**src/rtl/bin2seg_pkg.sv**
```systemverilog
// Shared constants for the binary-to-7-segment converter: active-low segment
// codes in {g,f,e,d,c,b,a} order and the conversion FSM state encoding.
package bin2seg_pkg;

  typedef enum logic [1:0] {
    IDLE   = 2'd0,
    LOAD   = 2'd1,
    SHIFT  = 2'd2,
    FORMAT = 2'd3
  } state_t;

  localparam logic [6:0] SEG_BLANK = 7'b1111111;
  localparam logic [6:0] SEG_MINUS = 7'b0111111;

  localparam logic [6:0] SEG_DIGIT [0:9] = '{
    7'b1000000, 7'b1111001, 7'b0100100, 7'b0110000, 7'b0011001,
    7'b0010010, 7'b0000010, 7'b1111000, 7'b0000000, 7'b0010000
  };

endpackage

```
**src/rtl/seg7_digit_decoder.sv**
```systemverilog
// One BCD digit to its active-low 7-segment code; non-decimal nibbles
// show as blank.
module seg7_digit_decoder
  import bin2seg_pkg::*;
(
  input  logic [3:0] i_bcd,
  output logic [6:0] o_seg
);

  always_comb begin
    o_seg = SEG_BLANK;
    case (i_bcd)
      4'd0: o_seg = SEG_DIGIT[0];
      4'd1: o_seg = SEG_DIGIT[1];
      4'd2: o_seg = SEG_DIGIT[2];
      4'd3: o_seg = SEG_DIGIT[3];
      4'd4: o_seg = SEG_DIGIT[4];
      4'd5: o_seg = SEG_DIGIT[5];
      4'd6: o_seg = SEG_DIGIT[6];
      4'd7: o_seg = SEG_DIGIT[7];
      4'd8: o_seg = SEG_DIGIT[8];
      4'd9: o_seg = SEG_DIGIT[9];
      default: o_seg = SEG_BLANK;
    endcase
  end

endmodule

```
**src/rtl/bin2seg_seq_converter.sv**
```systemverilog
// Sequential binary-to-decimal 7-segment driver: double dabble, one input bit
// per clock, with optional leading-zero blanking, minus sign and overflow.
module bin2seg_seq_converter
  import bin2seg_pkg::*;
#(
  parameter int WIDTH  = 32,
  parameter int DIGITS = 8
) (
  input  logic                  clock,
  input  logic                  reset_n,
  input  logic                  start,
  input  logic [WIDTH-1:0]      value,
  input  logic                  signed_mode,
  input  logic                  blank_lz,
  output logic                  busy,
  output logic                  done,
  output logic                  overflow,
  output logic [DIGITS*7-1:0]   seg,
  output logic [1:0]            dbg_state
);

  localparam int CW = (WIDTH > 1) ? $clog2(WIDTH) : 1;
  localparam int IW = $clog2(DIGITS + 1);
  localparam int BW = 4 * DIGITS;

  // Handshake: start is taken only while busy=0 (IDLE); busy stays high from
  // the accepting edge until the edge that pulses done for one cycle, and
  // seg/overflow change only on that done edge.
  state_t              r_state, w_state_nxt;
  logic [WIDTH-1:0]    r_value;
  logic                r_signed, r_blank, r_neg, r_ovf;
  logic [WIDTH-1:0]    r_mag;
  logic [BW-1:0]       r_bcd;
  logic [CW-1:0]       r_cnt;
  logic [DIGITS*7-1:0] r_seg;
  logic                r_overflow, r_done;

  logic                w_neg;
  logic [WIDTH-1:0]    w_mag;
  logic [BW-1:0]       w_bcd_adj;
  logic [IW-1:0]       w_msd;
  logic                w_nib_bad, w_fmt_ovf;
  logic [DIGITS*7-1:0] w_img;
  logic [6:0]          w_dec [DIGITS];

  // The magnitude of the most negative word is 2^(WIDTH-1), which still fits
  // in WIDTH unsigned bits, so the WIDTH+1-bit negation's top bit is always 0.
  assign w_neg = r_signed & r_value[WIDTH-1];
  assign w_mag = w_neg ? (~r_value + 1'b1) : r_value;

  always_comb begin
    w_state_nxt = r_state;
    case (r_state)
      IDLE:    if (start) w_state_nxt = LOAD;
      LOAD:    w_state_nxt = SHIFT;
      SHIFT:   if (r_cnt == '0) w_state_nxt = FORMAT;
      FORMAT:  w_state_nxt = IDLE;
      default: w_state_nxt = IDLE;
    endcase
  end

  always_comb begin
    w_bcd_adj = r_bcd;
    for (int k = 0; k < DIGITS; k++) begin
      if (r_bcd[4*k +: 4] >= 4'd5) w_bcd_adj[4*k +: 4] = r_bcd[4*k +: 4] + 4'd3;
    end
  end

  for (genvar g = 0; g < DIGITS; g++) begin : g_dec
    seg7_digit_decoder u_dec (
      .i_bcd (r_bcd[4*g +: 4]),
      .o_seg (w_dec[g])
    );
  end

  // w_msd is the most significant nonzero digit (0 when the result is zero);
  // the sign, if any, takes the position just above it.
  always_comb begin
    w_msd     = '0;
    w_nib_bad = 1'b0;
    for (int k = 0; k < DIGITS; k++) begin
      if (r_bcd[4*k +: 4] != 4'd0) w_msd = IW'(k);
      if (r_bcd[4*k +: 4] > 4'd9)  w_nib_bad = 1'b1;
    end
    w_fmt_ovf = r_ovf | w_nib_bad | (r_neg & (int'(w_msd) == DIGITS - 1));
    w_img = '1;
    for (int k = 0; k < DIGITS; k++) begin
      if (w_fmt_ovf)                           w_img[7*k +: 7] = SEG_MINUS;
      else if (r_neg && k == int'(w_msd) + 1)  w_img[7*k +: 7] = SEG_MINUS;
      else if (r_blank && k > int'(w_msd))     w_img[7*k +: 7] = SEG_BLANK;
      else                                     w_img[7*k +: 7] = w_dec[k];
    end
  end

  always_ff @(posedge clock or negedge reset_n) begin
    if (!reset_n) begin
      r_state    <= IDLE;
      r_value    <= '0;
      r_signed   <= 1'b0;
      r_blank    <= 1'b0;
      r_neg      <= 1'b0;
      r_ovf      <= 1'b0;
      r_mag      <= '0;
      r_bcd      <= '0;
      r_cnt      <= '0;
      r_seg      <= '1;
      r_overflow <= 1'b0;
      r_done     <= 1'b0;
    end else begin
      r_state <= w_state_nxt;
      r_done  <= 1'b0;
      case (r_state)
        IDLE: begin
          if (start) begin
            r_value  <= value;
            r_signed <= signed_mode;
            r_blank  <= blank_lz;
          end
        end
        LOAD: begin
          r_neg <= w_neg;
          r_mag <= w_mag;
          r_bcd <= '0;
          r_ovf <= 1'b0;
          r_cnt <= CW'(WIDTH - 1);
        end
        SHIFT: begin
          {r_bcd, r_mag} <= {w_bcd_adj[BW-2:0], r_mag, 1'b0};
          r_ovf          <= r_ovf | w_bcd_adj[BW-1];
          r_cnt          <= r_cnt - 1'b1;
        end
        FORMAT: begin
          r_seg      <= w_img;
          r_overflow <= w_fmt_ovf;
          r_done     <= 1'b1;
        end
        default: ;
      endcase
    end
  end

  assign busy      = (r_state != IDLE);
  assign done      = r_done;
  assign overflow  = r_overflow;
  assign seg       = r_seg;
  assign dbg_state = r_state;

endmodule

```
**config.mk**
```make
export PLATFORM = sky130hd
export DESIGN_NAME = bin2seg_seq_converter
export DESIGN_NICKNAME = d
export VERILOG_FILES = /design/src/rtl/bin2seg_pkg.sv /design/src/rtl/seg7_digit_decoder.sv /design/src/rtl/bin2seg_seq_converter.sv
export SDC_FILE = /design/constraint.sdc
export NUM_CORES = 1
export LEC_CHECK = 0
export ABC_CLOCK_PERIOD_IN_PS = 6400
export CAP_MARGIN = 20
export CELL_PAD_IN_SITES_DETAIL_PLACEMENT = 0
export CELL_PAD_IN_SITES_GLOBAL_PLACEMENT = 1
export CORE_MARGIN = 4
export CORE_UTILIZATION = 25
export DETAILED_ROUTE_END_ITERATION = 10
export PLACE_DENSITY_LB_ADDON = 0.1
export SETUP_SLACK_MARGIN = 0.4
export SLEW_MARGIN = 30
export SYNTH_ARGS = -nofsm -noshare
export SYNTH_HDL_FRONTEND = slang
export SYNTH_HIERARCHICAL = 1
export SYNTH_SLANG_ARGS = --single-unit
```
**constraint.sdc**
```tcl
create_clock -name clock -period 6.4 [get_ports clock]
set_clock_uncertainty 0.15 [all_clocks]
set_input_delay 1.28 -clock clock [delete_from_list [all_inputs] [get_ports clock]]
set_output_delay 1.28 -clock clock [all_outputs]
set_load 0.02 [all_outputs]
```
==> results of run 1 <==
[Yosys cell counts (18+ instances only)]
cell / n / area [um^2]
sky130_fd_sc_hd__clkbuf_1: 24 / 90.1
sky130_fd_sc_hd__xnor2_1: 21 / 184
sky130_fd_sc_hd__ha_1: 70 / 876
sky130_fd_sc_hd__nand3_1: 18 / 90.1
sky130_fd_sc_hd__o22a_1: 48 / 420
sky130_fd_sc_hd__dfrtp_1: 109 / 2730
sky130_fd_sc_hd__o21ai_0: 104 / 521
sky130_fd_sc_hd__mux2_2: 42 / 473
sky130_fd_sc_hd__a21oi_1: 65 / 325
sky130_fd_sc_hd__nor2_1: 95 / 357
sky130_fd_sc_hd__nand2b_1: 40 / 250
sky130_fd_sc_hd__dfstp_2: 56 / 1470
sky130_fd_sc_hd__o22ai_1: 36 / 225
sky130_fd_sc_hd__nand2_1: 50 / 188
sky130_fd_sc_hd__inv_1: 90 / 338
[metal layers]
metal	routed length, um	vias up	global-route usage	part of all wire
li1	-	3882	-	-
met1	12600	3653	0.162	0.48
met2	12700	91	0.206	0.48
met3	810	18	0.0245	0.030
met4	391	0	0.0367	0.015
met5	0	-	0	0
[area by class of cell]
class	count	area, um^2
Clock inverter	11	198
Tap cell	525	657
Fill cell	4217	27700
Inverter	91	343
Multi-Input combinational cell	752	5330
Clock buffer	20	457
Sequential cell	165	4200
Timing Repair Buffer	104	1060
[cell families after synthesis]
| family | share of synthesized area |
|---|---|
| AOI/OAI and AO/OA | 0.213 |
| and+or+nand+nor | 0.144 |
| DFF | 0.414 |
| buffers and inverters | 0.0611 |
| adders and majority gates | 0.0865 |
| muxes | 0.0487 |
| xor gates and xnor gates | 0.0327 |
[worst min-delay path, cell delays in order, from the launching register on]
cell	delay, ns
sky130_fd_sc_hd__dfstp_2	0.37
sky130_fd_sc_hd__inv_1	0.04
sky130_fd_sc_hd__o21ai_0	0.06
[through the flow]
stage / total power (W) / instances / util / worst slack [ns]
after floorplan: 0.00368 / 1061 / - / 3.10
after global placement: 0.00461 / 1636 / 0.289 / 2.66
after detailed placement: 0.00464 / 1637 / 0.290 / 2.58
after CTS: 0.00585 / 1668 / 0.307 / 2.56
after global routing: 0.00614 / 1668 / 0.307 / 2.26
final: 0.00571 / 1668 / 0.307 / 2.59
[how the worst max path moves through the flow]
stage,end,cells past startpoint,startpoint
floorplan,seg[14],13,r_bcd[8]
global placement,seg[14],14,r_bcd[25]
detailed placement,seg[18],14,r_bcd[25]
CTS,seg[18],14,r_bcd[25]
global route,seg[17],14,r_bcd[29]
finish,seg[15],15,r_bcd[21]
[power groups by stage]
stage               registers (W)  logic (W)  clock network [W]
floorplan                 0.00214    0.00155                  0
global placement          0.00200    0.00262                  0
detailed placement        0.00200    0.00263                  0
CTS                       0.00198    0.00264            0.00123
global route              0.00204    0.00283            0.00126
finish                    0.00197    0.00256            0.00118
[sequential cells by signal (all words and copies together), names as in the netlist]
| register | cells |
|---|---|
| seg | 56 |
| r_bcd | 32 |
| r_mag | 32 |
| r_value | 32 |
| r_cnt | 5 |
| dbg_state | 2 |
| done | 1 |
| overflow | 1 |
| r_blank | 1 |
| r_neg | 1 |
| r_ovf | 1 |
| r_signed | 1 |
==> flow_metrics.py, run 1 <==
metrics = {
    "sta": {
        "maxSlewViolCount": 0,
        "tns_ns": 0,
        "finalWorstPathRequiredPeriod_ns": 3.81,
        "timing.fmax_mhz": 262,
        "final_hold_viol_count": 0,
        "timing.hold.ws_ns": 0.323,
        "max_slew.worst_pin.slew_ns": 0.712,
        "timing.max_slew.rel_slack": 0.525,
        "fin_crit_sh": 0.596,
        "setup_viol": 0,
        "unrepaired_setup_endpoints_after_global_routing": "no",
    },
    "routing": {
        "routed_wirelength_um": 26600,
        "dr_total_vias": 7644,
        "detail-route-antenna-nets": 0,
        "drtPass1Iterations": 4,
        "post_drt_wl_per_cell_um": 15.9,
        "dr.first_iter.drc_count": 318,
        "drc": 0,
        "via_per_inst": 4.58,
    },
    "worst_setup_path": {
        "critical-path-top-delay-family": "simple AND/OR/NAND/NOR gates",
        "cp.buffers_inverters": 3,
        "crit_type": "flop to flop",
        "worstSetupStartpointType": "flop",
        "timing.critical_path.required_ns": 6.62,
        "r2r_start": "r_bcd[21]",
        "cp_common_cell": "sky130_fd_sc_hd__nand2_1",
        "crit_path_slowest_cell": "sky130_fd_sc_hd__or3b_1",
        "reg2regPathDepth": 15,
        "end_kind": "flop",
        "cp_max_fo": 13,
        "crit_path_cell_trace": "inv_1 > ha_1 > nor3b_1 > nand2_1 > o22ai_2 > o21ai_4 > nand2_1 > inv_1 > ha_1 > nand2_1 > nand4b_1 > nor3_4 > buf_4 > or3b_1 > o22a_1",
        "cp.arrival_ns": 4.04,
        "timing.rr.end": "seg[15]",
        "timing.critical_path.slowest_cell_delay_ns": 0.50,
        "regToRegSetupSlack_ns": 2.59,
    },
    "clock_tree": {
        "cts_buffer_depth": 2,
        "cts_buffers": 17,
        "clock_latency_late_sink_ns": 0.45,
        "cts.clk_slew.worst_paths_ns": 0.07,
        "clock_h_tree_levels": 4,
        "clockRootBuffer": "sky130_fd_sc_hd__clkbuf_16",
        "cts.repair.resized": 0,
        "cts.sinks": 165,
        "tritoncts": "built",
        "cts_setup_buffers": 0,
        "hold_buffers": 0,
    },
    "floorplanning": {
        "io_pins": 98,
        "initial_utilization": 0.254,
        "dieArea_um2": 43800,
        "core_area_um2": 39900,
        "num_rows": 73,
        "chipHeight_um": 209,
        "die-width_um": 209,
    },
    "power": {
        "power.net_switching_w": 0.00222,
        "p_sw_frac": 0.388,
        "pwr_density_cell_nw_per_um2": 466,
        "comb_power_share": 0.449,
        "pwr-share-clk": 0.206,
        "power.static_leakage_nw": 4.86,
        "intPower_w": 0.00349,
        "peakVddDrop_mv": 0.235,
        "sequentialPowerShare": 0.345,
    },
    "hold_path": {
        "hp-class": "flop to flop",
        "timing.hold.worst_endpoint": "seg[34]",
        "hold-path-cell-count": 2,
        "holdCritStartpoint": "seg[34]",
    },
    "placed_design": {
        "routabilityCongestion": 0.741,
        "hpwlAfterDp_um": 18400,
        "i_o_buffers": 97,
        "dpl_cell_area_um2": 11600,
    },
    "cells_and_area": {
        "finish.instance_area_um2": 12200,
        "diodes": 0,
        "layout-drive-gt1-share": 0.151,
        "layout_commonest_cell": "sky130_fd_sc_hd__dfrtp_1",
        "mostFrequentLayoutCells": "sky130_fd_sc_hd__dfrtp_1 (109), sky130_fd_sc_hd__o21ai_0 (104), sky130_fd_sc_hd__clkdlybuf4s50_1 (96), sky130_fd_sc_hd__nor2_1 (95), sky130_fd_sc_hd__inv_1 (90)",
        "final_net_count": 1238,
        "area.growth.synth_to_final_pct": 20.8,
    },
    "grt": {
        "grt_util_all_layers": 0.123,
        "number_of_global_route_vias_before_repair": 7779,
        "grt.overflow.total": 0,
        "grt_max_degree": 103,
        "grt_antenna_before_repair": 0,
        "grt_first_pass_wirelength_um": 43600,
    },
    "logic_synthesis": {
        "synthesis.nets": 1168,
        "seq_area_frac_synth": 0.414,
        "synth_async_sr_flop_share": 1.00,
        "synth_enable_flop_cells": 0,
        "yosys_warnings": 6,
        "post_synth_num_cell_types": 66,
        "yosys_most_used_dff": "sky130_fd_sc_hd__dfrtp_1",
        "netlist_instances": 1061,
        "syn_area_per_cell_um2": 9.55,
        "syn_area_um2": 10100,
        "ys_seq_elements": 165,
    },
    "run_status": {
        "run_status": "complete, no violations",
    },
    "flow_run": {
        "max_cap_violations": 0,
    },
}
Note: power is estimated with default switching activity, not from simulation.
==> inputs of run 2 (changes only) <==
--- a/config.mk
+++ b/config.mk
@@ -5,7 +5,7 @@
 export SDC_FILE = /design/constraint.sdc
 export NUM_CORES = 1
 export LEC_CHECK = 0
-export ABC_CLOCK_PERIOD_IN_PS = 6400
+export ABC_CLOCK_PERIOD_IN_PS = 3530
 export CAP_MARGIN = 20
 export CELL_PAD_IN_SITES_DETAIL_PLACEMENT = 0
 export CELL_PAD_IN_SITES_GLOBAL_PLACEMENT = 1
==> constraint.sdc (replaced) <==
create_clock -name clock -period 3.53 [get_ports clock]
set_clock_uncertainty 0.15 [all_clocks]
set_input_delay 0.706 -clock clock [delete_from_list [all_inputs] [get_ports clock]]
set_output_delay 0.706 -clock clock [all_outputs]
set_load 0.02 [all_outputs]
==> run 2 against run 1 <==
  * Total power up 81%
  * Final cell count grew 3.1%
  * First-iteration DRC count fell by 19%
  * Sequential share of layout area is 1.3 points lower
  * Critical endpoint unchanged
  * Critical path type unchanged
==> flow_metrics.py, run 2 (same netlist as run 1, synthesis figures left out) <==
metrics = {
    "run_status": {
        "run_status": "complete, no violations",
    },
    "sta": {
        "max_slew.worst_pin.slew_ns": 0.917,
        "timing.fmax_mhz": 330,
        "final_hold_viol_count": 0,
        "tns_ns": 0,
        "maxSlewViolCount": 0,
        "timing.max_slew.rel_slack": 0.387,
        "setup_ws_ns": 0.497,
        "setup_viol": 0,
        "finalWorstPathRequiredPeriod_ns": 3.03,
        "unrepaired_setup_endpoints_after_global_routing": "no",
        "fin_crit_sh": 0.859,
    },
    "cells_and_area": {
        "multi_input_area_um2": 5490,
        "largest_register_ffs": 56,
        "mostFrequentLayoutCells": "sky130_fd_sc_hd__dfrtp_1 (107), sky130_fd_sc_hd__o21ai_0 (104), sky130_fd_sc_hd__clkdlybuf4s50_1 (96), sky130_fd_sc_hd__nor2_1 (95), sky130_fd_sc_hd__inv_1 (84)",
        "final_net_count": 1289,
        "diodes": 0,
        "layout-drive-gt1-share": 0.208,
        "finish.instance_area_um2": 12700,
        "layout_commonest_cell": "sky130_fd_sc_hd__dfrtp_1",
        "n_fill_cell": 4158,
        "area.growth.synth_to_final_pct": 25.7,
        "sequential_cell_area_um2": 4200,
        "stdcell_count": 1720,
    },
    "grt": {
        "grt.overflow.total": 0,
        "grt_max_degree": 64,
        "grt_antenna_before_repair": 0,
        "number_of_global_route_vias_before_repair": 8133,
        "grt_first_pass_wirelength_um": 44900,
        "grt_util_all_layers": 0.126,
    },
    "worst_setup_path": {
        "timing.critical_path.required_ns": 3.75,
        "end_kind": "flop",
        "cp_max_fo": 6,
        "critical-path-top-delay-family": "simple AND/OR/NAND/NOR gates",
        "r2r_start": "r_bcd[8]",
        "reg2regPathDepth": 12,
        "timing.rr.end": "seg[15]",
        "timing.critical_path.slowest_cell_delay_ns": 0.48,
        "cp.buffers_inverters": 1,
        "cp.arrival_ns": 3.25,
        "crit_path_slowest_cell": "sky130_fd_sc_hd__or3b_4",
        "crit_type": "flop to flop",
        "crit_path_cell_trace": "inv_2 > ha_1 > or3b_4 > a21oi_4 > o22ai_4 > o21ai_4 > nand2_4 > ha_4 > nand2b_4 > nor3_1 > or3b_4 > o22a_1",
        "worstSetupStartpointType": "flop",
        "cp_common_cell": "sky130_fd_sc_hd__or3b_4",
        "regToRegSetupSlack_ns": 0.50,
    },
    "hold_path": {
        "hp-class": "input port to async pin",
    },
    "floorplanning": {
        "die-width_um": 209,
        "num_rows": 73,
        "dieArea_um2": 43800,
        "core_area_um2": 39900,
        "chipHeight_um": 209,
        "io_pins": 98,
        "initial_utilization": 0.254,
    },
    "power": {
        "sequentialPowerShare": 0.349,
        "peakVddDrop_mv": 0.372,
        "p_sw_frac": 0.401,
        "power.static_leakage_nw": 5.14,
        "intPower_w": 0.00617,
        "pwr_density_cell_nw_per_um2": 809,
        "power.net_switching_w": 0.00413,
        "comb_power_share": 0.467,
        "pwr-share-clk": 0.184,
    },
    "placed_design": {
        "i_o_buffers": 97,
        "place_ws_ns": 0.140,
        "routabilityCongestion": 0.742,
        "hpwlAfterDp_um": 19100,
        "post-place-cells": 1668,
        "dpl_cell_area_um2": 11800,
    },
    "routing": {
        "detail-route-antenna-nets": 0,
        "dr_total_vias": 7829,
        "dr.first_iter.drc_count": 258,
        "drtPass1Iterations": 4,
        "via_per_inst": 4.55,
        "drc": 0,
        "routed_wirelength_um": 27200,
        "post_drt_wl_per_cell_um": 15.8,
    },
    "clock_tree": {
        "cts.sinks": 165,
        "cts.clk_slew.worst_paths_ns": 0.08,
        "hold_buffers": 0,
        "clockRootBuffer": "sky130_fd_sc_hd__clkbuf_16",
        "cts_buffer_depth": 2,
        "clock_h_tree_levels": 4,
        "clock_latency_late_sink_ns": 0.45,
        "cts_buffers": 17,
        "tritoncts": "built",
    },
    "flow_run": {
        "max_cap_violations": 0,
    },
}
[run 2: power groups by stage]
stage	logic, W	clock network [W]	registers [W]
2_1_floorplan	0.00281	0	0.00387
3_3_place_gp	0.00479	0	0.00363
3_5_place_dp	0.00481	0	0.00365
4_1_cts	0.00491	0.00200	0.00361
5_1_grt	0.00535	0.00207	0.00373
6_report	0.00482	0.00190	0.00359
[run 2: layout make-up]
cell class,count,area share
Clock buffer,19,0.0348
Inverter,91,0.0268
Multi-Input combinational cell,752,0.431
Tap cell,525,0.0516
Clock inverter,13,0.0107
Timing Repair Buffer,155,0.115
Sequential cell,165,0.330
[run 2: per-stage QoR]
stage	utilization	power, W	hold WS (ns)
global placement	0.296	0.00842	0.308
detailed placement	0.296	0.00846	0.315
floorplan	-	0.00668	0.260
finish	0.319	0.0103	0.0774
global route	0.319	0.0111	0.0930
CTS	0.314	0.0105	0.0729
[run 2: worst max path at each step]
stage               slack, ns  startpoint  cells past startpoint      end
floorplan                0.41   r_bcd[12]                     15  seg[14]
global placement         0.15    r_bcd[8]                     12  seg[17]
detailed placement       0.14    r_bcd[8]                     12  seg[17]
CTS                      0.40   r_bcd[24]                     14  seg[23]
global route             0.35   r_bcd[16]                     11  seg[14]
finish                   0.50    r_bcd[8]                     12  seg[15]
[run 2: routing by layer]
layer  track usage  up-vias  routed length [um]
li1              -     3976                   -
met1         0.171     3747               13300
met2         0.208       96               12900
met3        0.0266       10                 759
met4        0.0272        0                 220
met5             0        -                   0
[run 2: what timing repair did]
item / 4_1_cts / 5_1_grt
pin swaps: 2 / 11
setup endpoints to repair: 53 / 55
setup buffers: 6 / 13
cloned: 1 / 0
gates resized for setup: 18 / 23
